==> src/rtl/meas_pkg.sv <==
// meas_pkg: shared constants, FSM state encoding and checksum helper
// for the measurement packetizer and its UART byte handshake.
package meas_pkg;

    localparam logic [7:0] SYNC_BYTE_DEF = 8'hA5;
    localparam int         PKT_LEN       = 5;

    typedef enum logic [2:0] {
        ST_IDLE,
        ST_LOAD,
        ST_START,
        ST_ACK,
        ST_DRAIN,
        ST_DONE
    } meas_state_t;

    // SYNC is deliberately left out of the sum.
    function automatic logic [7:0] meas_checksum(input logic [23:0] d);
        return d[7:0] + d[15:8] + d[23:16];
    endfunction

endpackage

==> src/rtl/uart_tx_handshake.sv <==
// uart_tx_handshake: launches one byte at a time on the UART
// tx_start/tx_busy handshake, with a timeout on the busy acknowledge.
module uart_tx_handshake
    import meas_pkg::*;
#(
    parameter int ACK_TIMEOUT = 4
) (
    input  logic       clk,
    input  logic       reset,
    input  logic       i_byte_valid,
    input  logic [7:0] i_byte,
    input  logic       i_tx_busy,
    output logic       o_tx_start,
    output logic [7:0] o_tx_data,
    output logic       o_byte_done
);

    localparam int CNT_W = $clog2(ACK_TIMEOUT + 1);

    meas_state_t      r_state;
    meas_state_t      w_next;
    logic [CNT_W-1:0] r_cnt;
    logic [7:0]       r_tx_data;
    logic             w_load;
    logic             w_timeout;
    logic             w_drain_done;

    assign o_tx_start   = (r_state == ST_START) && !i_tx_busy;
    assign w_drain_done = (r_state == ST_DRAIN) && !i_tx_busy;
    assign o_byte_done  = w_drain_done;
    assign w_timeout    = (r_cnt == CNT_W'(ACK_TIMEOUT - 1));
    assign o_tx_data    = r_tx_data;

    always_comb begin
        w_next = r_state;
        w_load = 1'b0;
        unique case (r_state)
            ST_START: if (o_tx_start) w_next = ST_ACK;
            ST_ACK:   if (i_tx_busy || w_timeout) w_next = ST_DRAIN;
            ST_DRAIN: if (w_drain_done) w_next = ST_IDLE;
            default:  w_next = ST_IDLE;
        endcase
        // Next byte is taken on DRAIN exit so tx_data never moves mid-byte.
        if (i_byte_valid && (r_state == ST_IDLE || w_drain_done)) begin
            w_load = 1'b1;
            w_next = ST_START;
        end
    end

    always_ff @(posedge clk or posedge reset) begin
        if (reset) begin
            r_state <= ST_IDLE;
        end else begin
            r_state <= w_next;
        end
    end

    always_ff @(posedge clk or posedge reset) begin
        if (reset) begin
            r_cnt     <= '0;
            r_tx_data <= '0;
        end else begin
            if (r_state == ST_ACK) r_cnt <= r_cnt + 1'b1;
            else                   r_cnt <= '0;
            if (w_load) r_tx_data <= i_byte;
        end
    end

endmodule

==> src/rtl/meas_packetizer.sv <==
// meas_packetizer: frames 24-bit averaged results as 5-byte UART packets
// (SYNC, LSB, mid, MSB, checksum) with one pending slot and sticky overrun.
module meas_packetizer
    import meas_pkg::*;
#(
    parameter int         DATA_W      = 24,
    parameter logic [7:0] SYNC_BYTE   = SYNC_BYTE_DEF,
    parameter int         ACK_TIMEOUT = 4
) (
    input  logic              clk,
    input  logic              reset,
    input  logic [DATA_W-1:0] result,
    input  logic              result_valid,
    input  logic              overrun_clr,
    input  logic              tx_busy,
    output logic              tx_start,
    output logic [7:0]        tx_data,
    output logic              pkt_busy,
    output logic              overrun
);

    meas_state_t       r_state;
    meas_state_t       w_next;
    logic [DATA_W-1:0] r_pr;
    logic [DATA_W-1:0] r_pb;
    logic              r_pb_full;
    logic [7:0]        r_chk;
    logic [2:0]        r_idx;
    logic              r_overrun;

    logic              w_hs_valid;
    logic [7:0]        w_hs_byte;
    logic [2:0]        w_sel;
    logic              w_byte_done;
    logic              w_last;
    logic              w_idx_inc;
    logic              w_pr_from_in;
    logic              w_pr_from_pb;
    logic              w_pb_wr;
    logic              w_drop;

    assign w_last   = (r_idx == 3'(PKT_LEN - 1));
    assign pkt_busy = (r_state != ST_IDLE) || r_pb_full;
    assign overrun  = r_overrun;

    // ST_START here spans the whole START/ACK/DRAIN of one byte.
    always_comb begin
        w_next       = r_state;
        w_hs_valid   = 1'b0;
        w_idx_inc    = 1'b0;
        w_pr_from_in = 1'b0;
        w_pr_from_pb = 1'b0;
        w_pb_wr      = 1'b0;
        w_drop       = 1'b0;
        unique case (r_state)
            ST_IDLE: begin
                if (result_valid) begin
                    w_pr_from_in = 1'b1;
                    w_next       = ST_LOAD;
                end
            end
            ST_LOAD: begin
                if (!tx_busy) begin
                    w_hs_valid = 1'b1;
                    w_next     = ST_START;
                end
            end
            ST_START: begin
                if (w_byte_done) begin
                    if (w_last) begin
                        w_next = ST_DONE;
                    end else begin
                        w_hs_valid = 1'b1;
                        w_idx_inc  = 1'b1;
                    end
                end
            end
            ST_DONE: begin
                if (r_pb_full) begin
                    w_pr_from_pb = 1'b1;
                    w_pb_wr      = result_valid;
                    w_next       = ST_LOAD;
                end else if (result_valid) begin
                    w_pr_from_in = 1'b1;
                    w_next       = ST_LOAD;
                end else begin
                    w_next = ST_IDLE;
                end
            end
            default: w_next = ST_IDLE;
        endcase
        if (result_valid && (r_state == ST_LOAD || r_state == ST_START)) begin
            if (r_pb_full) w_drop  = 1'b1;
            else           w_pb_wr = 1'b1;
        end
    end

    always_comb begin
        w_sel     = (r_state == ST_LOAD) ? 3'd0 : r_idx + 3'd1;
        w_hs_byte = r_chk;
        unique case (w_sel)
            3'd0:    w_hs_byte = SYNC_BYTE;
            3'd1:    w_hs_byte = r_pr[7:0];
            3'd2:    w_hs_byte = r_pr[15:8];
            3'd3:    w_hs_byte = r_pr[23:16];
            default: w_hs_byte = r_chk;
        endcase
    end

    always_ff @(posedge clk or posedge reset) begin
        if (reset) begin
            r_state <= ST_IDLE;
        end else begin
            r_state <= w_next;
        end
    end

    always_ff @(posedge clk or posedge reset) begin
        if (reset) begin
            r_pr      <= '0;
            r_pb      <= '0;
            r_pb_full <= 1'b0;
            r_chk     <= '0;
            r_idx     <= '0;
            r_overrun <= 1'b0;
        end else begin
            if (w_pr_from_in) begin
                r_pr  <= result;
                r_chk <= meas_checksum(result);
                r_idx <= '0;
            end else if (w_pr_from_pb) begin
                r_pr  <= r_pb;
                r_chk <= meas_checksum(r_pb);
                r_idx <= '0;
            end else if (w_idx_inc) begin
                r_idx <= r_idx + 3'd1;
            end
            if (w_pb_wr) begin
                r_pb      <= result;
                r_pb_full <= 1'b1;
            end else if (w_pr_from_pb) begin
                r_pb_full <= 1'b0;
            end
            if (w_drop)           r_overrun <= 1'b1;
            else if (overrun_clr) r_overrun <= 1'b0;
        end
    end

    uart_tx_handshake #(
        .ACK_TIMEOUT(ACK_TIMEOUT)
    ) u_hs (
        .clk         (clk),
        .reset       (reset),
        .i_byte_valid(w_hs_valid),
        .i_byte      (w_hs_byte),
        .i_tx_busy   (tx_busy),
        .o_tx_start  (tx_start),
        .o_tx_data   (tx_data),
        .o_byte_done (w_byte_done)
    );

endmodule

==> config.mk <==
export PLATFORM = sky130hd
export DESIGN_NAME = meas_packetizer
export DESIGN_NICKNAME = d
export VERILOG_FILES = /design/src/rtl/meas_pkg.sv /design/src/rtl/uart_tx_handshake.sv /design/src/rtl/meas_packetizer.sv
export SDC_FILE = /design/constraint.sdc
export NUM_CORES = 1
export LEC_CHECK = 0
export BUFFER_PORTS_ARGS = -buffer_cell sky130_fd_sc_hd__buf_2
export CAP_MARGIN = 20
export CORE_ASPECT_RATIO = 1.75
export CORE_MARGIN = 4
export CORE_UTILIZATION = 60
export CTS_CLUSTER_SIZE = 24
export DETAILED_ROUTE_END_ITERATION = 12
export GPL_ROUTABILITY_DRIVEN = 0
export PLACE_DENSITY_LB_ADDON = 0.08
export SLEW_MARGIN = 40
export SYNTH_ARGS = -nofsm -noshare
export SYNTH_HDL_FRONTEND = slang
export SYNTH_HIERARCHICAL = 1
export SYNTH_SLANG_ARGS = --single-unit
==> constraint.sdc <==
create_clock -name clk -period 3.21 [get_ports clk]
set_input_delay 0.642 -clock clk [delete_from_list [all_inputs] [get_ports clk]]
set_output_delay 0.642 -clock clk [all_outputs]
set_load 0.005 [all_outputs]
**Word-level counts from Yosys, hierarchy flattened**

Cells that the tools add are included.

- Input bits: 29
- Register bits after elaboration: 78
- ROM bits: 0
- Bits in writable memories: 0
- Memories kept: 0
- Latch bits: 0
- Word-level logic and storage cells: 95
- Output and inout port bits: 11

- Shift-type cells: 0
- Div/mod/pow operators: 0
- Bitwise gates (word level): 0
- Equal/unequal tests: 18
- Add/sub/neg operators: 6
- Mux-type cells: 42
- Order comparisons: 0
- Multipliers: 0
- Reduce and logical (&&, ||, !) cells: 19

Operators by type and width:

| operator | count |
|---|---|
| 24-bit two-way mux | 2 |
| 3-bit two-way mux | 13 |
| 8-bit adder | 4 |
| 8-bit one-hot mux with 4 select lines | 1 |
| 1-bit two-way mux | 20 |
| 3-bit by 2-bit == test with 1-bit output (second input constant) | 6 |
| 8-bit two-way mux | 2 |
| 3-bit one-hot mux with 4 select lines | 1 |
| 3-bit == test (second input constant) | 3 |
| 3-bit logical NOT | 3 |
| 3-bit one-hot mux with 3 select lines | 1 |
| 3-bit by 1-bit adder with 3-bit output (second input constant) | 2 |
| 3-bit by 1-bit == test with 1-bit output (second input constant) | 2 |
| 2-bit inequality test (second input constant) | 3 |
| 2-bit nonzero test | 3 |
| 3-bit nonzero test | 2 |
| 1-bit logical AND | 4 |
| 1-bit logical OR | 4 |
| 1-bit one-hot mux with 2 select lines | 2 |
| 4-bit AND reduction | 1 |
| 3-bit by 1-bit inequality test with 1-bit output (second input constant) | 1 |
| 3-bit by 2-bit inequality test with 1-bit output (second input constant) | 1 |
| 3-bit inequality test (second input constant) | 1 |
| 3-bit AND reduction | 1 |
| 2 further kinds | 2 |

**Longest topological paths before layout**

- Word-level depth: 7
- Gate-level depth with buffers: 10
- Depth with buffers taken out: 10

**Hierarchy**

The synthesis kept the hierarchy.

By module, submodules not included:

| module | sequential area each (um2) | times used | area an instance (um2) | cells each |
|---|---|---|---|---|
| meas_packetizer | 1601.5 | 1 | 4117.7 | 392 |
| uart_tx_handshake | 350.3 | 1 | 593.1 | 46 |

**Worst setup path before layout**

Ideal clock, no wire load.

- Path kind: input port to flip-flop
- Start: in result[1]
- End: reg r_chk[7]
- Slack: 631 ps
- Path buffers: 0
- Arrival time: 2483 ps
- Setup time: 95 ps
- Data required time: 3115 ps
- Stages on the path: 8
- Cell sequence: fa_1 ha_1 fa_1 a211oi_1 o21ai_0 a21oi_1 nor3b_1 o31ai_1

- Cells in the longest elaborated chain, start to end: 3

RTL lines:

| what | line | text |
|---|---|---|
| from (decl) | meas_packetizer.sv:12 | `input logic [DATA_W-1:0] result,` |
| 8-bit adder (2 in a row) | meas_pkg.sv:19 | `return d[7:0] + d[15:8] + d[23:16];` |
| 8-bit two-way mux | meas_packetizer.sv:127 | `if (w_pr_from_in) begin` |
| to (signal assigned) | meas_packetizer.sv:129 | `r_chk <= meas_checksum(result);` |
| to (signal assigned) | meas_packetizer.sv:133 | `r_chk <= meas_checksum(r_pb);` |
| to (decl) | meas_packetizer.sv:27 | `logic [7:0] r_chk;` |

No other way between the ends.
A chain may end at the register's enable or synchronous reset.

**Worst setup path after layout**

- Start: reg r_pb[1]
- End: reg r_chk[7]

- Cells in the longest elaborated chain, start to end: 4

RTL lines:

| what | line | text |
|---|---|---|
| from (decl) | meas_packetizer.sv:25 | `logic [DATA_W-1:0] r_pb;` |
| from (signal assigned) | meas_packetizer.sv:139 | `r_pb <= result;` |
| 8-bit adder (2 in a row) | meas_pkg.sv:19 |  |
| 8-bit two-way mux | meas_packetizer.sv:131 | `end else if (w_pr_from_pb) begin` |
| 8-bit two-way mux | meas_packetizer.sv:127 |  |

No other way between the ends. The select of a mux whose other input is x is not followed.

==> impl_metrics.env <==
export IMPL_setup_ws_ps=622
export IMPL_area_sequential_sq_um=1950
export IMPL_cts_max_level=3
export IMPL_status="finished clean"
export IMPL_timing_max_cap_violations=0
export IMPL_drive_above_1_share=0.229
export IMPL_crit_path_end="r_chk[7]"
export IMPL_finalSetupTns_ps=0
export IMPL_irDropWorstVdd_mv=0.517
export IMPL_p_seq_frac=0.339
export IMPL_placed_cell_area_sq_um=4940
export IMPL_power_switching_mw=1.95
export IMPL_min_path_type="in2async"
export IMPL_critPathCaptureType="flip-flop"
export IMPL_yosysSeqAreaShare=0.414
export IMPL_cts_sinks=78
export IMPL_utilization=0.686
export IMPL_final_common_cell="dfrtp_1"
export IMPL_met1_usage=0.273
export IMPL_p_sw_frac=0.382
export IMPL_r2r_slack_ps=620
export IMPL_powerDensity_nw_per_um2=978
export IMPL_rsz0062_at_grt="no"
export IMPL_ys_warn_count=6
export IMPL_io_pins=40
export IMPL_crit_type="reg2reg"
export IMPL_cts_tree="built"
export IMPL_clk_pin_slew_ps=60
export IMPL_routed_wl_um=9660
export IMPL_p_leak_nw=2.46
export IMPL_dp_hpwl_um=7520
export IMPL_syn2layout_area_growth_pct=10.9
export IMPL_final_cell_mix="dfrtp_1, nand2_1, buf_2"
export IMPL_finalInstanceArea_sq_um=5220
export IMPL_nNetsFinal=538
export IMPL_vias_per_cell=5.78
export IMPL_synth_seq_cells=78
export IMPL_synth_edf_count=0
export IMPL_holdBufCountCts=0
export IMPL_synth_ff_type="dfrtp_1"
export IMPL_reg2reg_from="r_pb[1]"
export IMPL_fin_cells=569
export IMPL_hold_viol_final=0
export IMPL_wire_per_inst_um=17.0
export IMPL_dp_cells=554
export IMPL_die_y_um=125
export IMPL_post_route_drc_count=0
export IMPL_report_final_slew_viol_count=0
export IMPL_grt_busiest_layer="met2"
export IMPL_io_buffers=39
export IMPL_synth_area_sq_um=4710
export IMPL_cp_startpoint="r_pb[1]"
export IMPL_drt_iter0_drc=149
export IMPL_synth_async_reset_ratio=1.00
export IMPL_numCtsBuffers=9
export IMPL_clock_skew_ps=6.26
export IMPL_critPathLaunchType="flip-flop"
export IMPL_postRouteAntennaNets=0
export IMPL_rows=42
export IMPL_root_buffer="clkbuf_16"
export IMPL_synth_area_leaders="dfrtp_1, fa_1, mux2i_1, mux2_4, ha_1"
export IMPL_grt_util_met2=0.395
export IMPL_reg2reg_depth=8
export IMPL_cts_resized=0
export IMPL_grt_first_pass_wirelength_um=16400
export IMPL_timing_fmax_mhz=386
export IMPL_antenna_found_initial=0
export IMPL_post_route_period_util=0.806
export IMPL_initial_core_util=0.618
export IMPL_die_area_sq_um=9390
export IMPL_firstDrtPassIters=4
export IMPL_gr_usage_met3=0.0305
export IMPL_finalSetupViolCount=0
export IMPL_syn_num_nets=499
export IMPL_postCtsSetupRepairBufs=0
export IMPL_core_area_sq_um=7620
export IMPL_yosysTopAreaCellShare=0.414
export IMPL_p_int_mw=3.16
export IMPL_min_period_ps=2590
export IMPL_cp_required_ps=3450
export IMPL_crit_fanout=3
export IMPL_syn_inst=438
export IMPL_grt_max_degree=34
export IMPL_n_fill_cell=606
export IMPL_cp_arrival_ps=2830
export IMPL_grt_remaining_overflow=0
export IMPL_pwr_share_clk=0.190
export IMPL_comb_power_share=0.471
export IMPL_clockBufferDepth=2
export IMPL_avgSynthCellArea_sq_um=10.8
export IMPL_relSlewSlack=0.535
export IMPL_insertion_delay_ps=330
export IMPL_diodes=0
export IMPL_place_ws_ps=303
export IMPL_synth_cell_types=56
export IMPL_grt_use_total=0.228
export IMPL_worstReg2RegEnd="r_chk[7]"
export IMPL_yosys_area_top_type="dfrtp_1"
export IMPL_num_vias=3291
export IMPL_grt_pass1_vias=3483
export IMPL_worstMarginPinSlew_ps=697
export IMPL_die_x_um=75.0
export IMPL_multi_input_area_sq_um=2530
==> flip-flops by register name, summed over array words and instances, names as in the netlist <==
| signal | flops |
|---|---|
| r_state | 3 |
| u_hs/r_state | 3 |
| r_pb_full | 1 |
| r_chk | 8 |
| u_hs/r_cnt | 3 |
| u_hs/o_tx_data | 8 |
| r_pb | 24 |
| overrun | 1 |
| r_pr | 24 |
| r_idx | 3 |
==> Yosys cell counts (2+ instances only) <==
master and n:
nor3_1 3, a21o_1 5, nand3_1 5, a221oi_2 4
buf_2 7, mux2_4 15, xnor2_1 13, ha_1 16
o211ai_1 5, a211oi_1 4, o22ai_1 4, nor2b_1 4
xor2_1 3, buf_6 6, mux2i_1 29, inv_1 20
nand2_1 50, nor2_1 34, o21ai_0 18, fa_1 16
a21oi_1 12, dfrtp_1 78, nand2b_1 4, a22oi_1 3
mux2_2 16, o21ai_1 24, o31ai_1 2, buf_4 2
or2_2 2, o21a_1 4, clkbuf_1 5
==> per-stage QoR <==
stage	hold WS (ps)	power (mW)
after global routing	401	5.54
after CTS	360	5.16
after floorplan	410	3.57
final	356	5.11
after global placement	426	4.08
after detailed placement	440	4.16
==> per-layer routing <==
| metal | vias to the layer above | part of all wire |
|---|---|---|
| li1 | 1601 | - |
| met1 | 1619 | 0.41 |
| met2 | 52 | 0.54 |
| met3 | 19 | 0.027 |
| met4 | 0 | 0.028 |
| met5 | - | 0 |
==> worst min path at each step <==
stage	startpoint	to	slack, ps	cells after the start
2_1_floorplan	u_hs/r_cnt[0]	u_hs/r_cnt[0]	410	1
6_report	reset	u_hs/o_tx_data[1]	360	2
5_1_grt	reset	u_hs/r_cnt[0]	400	2
3_3_place_gp	u_hs/r_cnt[0]	u_hs/r_cnt[0]	430	1
4_1_cts	reset	u_hs/o_tx_data[6]	360	2
3_5_place_dp	u_hs/r_cnt[0]	u_hs/r_cnt[0]	440	1
==> cell type report <==
cell class,count,area share
Clock buffer,11,0.0446
Clock inverter,4,0.00934
Inverter,20,0.0144
Multi-Input combinational cell,319,0.485
Sequential cell,78,0.374
Tap cell,88,0.0211
Timing Repair Buffer,49,0.0517
==> kinds of logic (layout without fill, tap and decap cells) <==
group	count (synthesis)	in the layout	synth area share
buffers and inverters	41	84	0.0481
AND/OR/NAND/NOR	115	115	0.114
flip-flops	78	78	0.414
XOR/XNOR	17	17	0.0332
adder cells (fa/ha/maj)	32	32	0.110
AO/OA/AOI/OAI	95	95	0.132
multiplexers	60	60	0.148
==> power groups by stage <==
stage                     combinational [mW]  sequential (mW)  clock [mW]
after detailed placement                2.42             1.75           0
after floorplan                         1.93             1.63           0
after global routing                    2.71             1.79        1.04
final                                   2.41             1.73       0.972
after CTS                               2.43             1.73       0.995
after global placement                  2.35             1.73           0
==> worst max-delay path, stage by stage, from the launching register on <==
cell and delay (ps):
dfrtp_1 420, fa_1 490, ha_1 250, fa_1 430
a211oi_1 320, o21a_1 190, o21a_1 120, nor3_1 40
o31ai_1 240
Power figures use the tool's default switching activity.
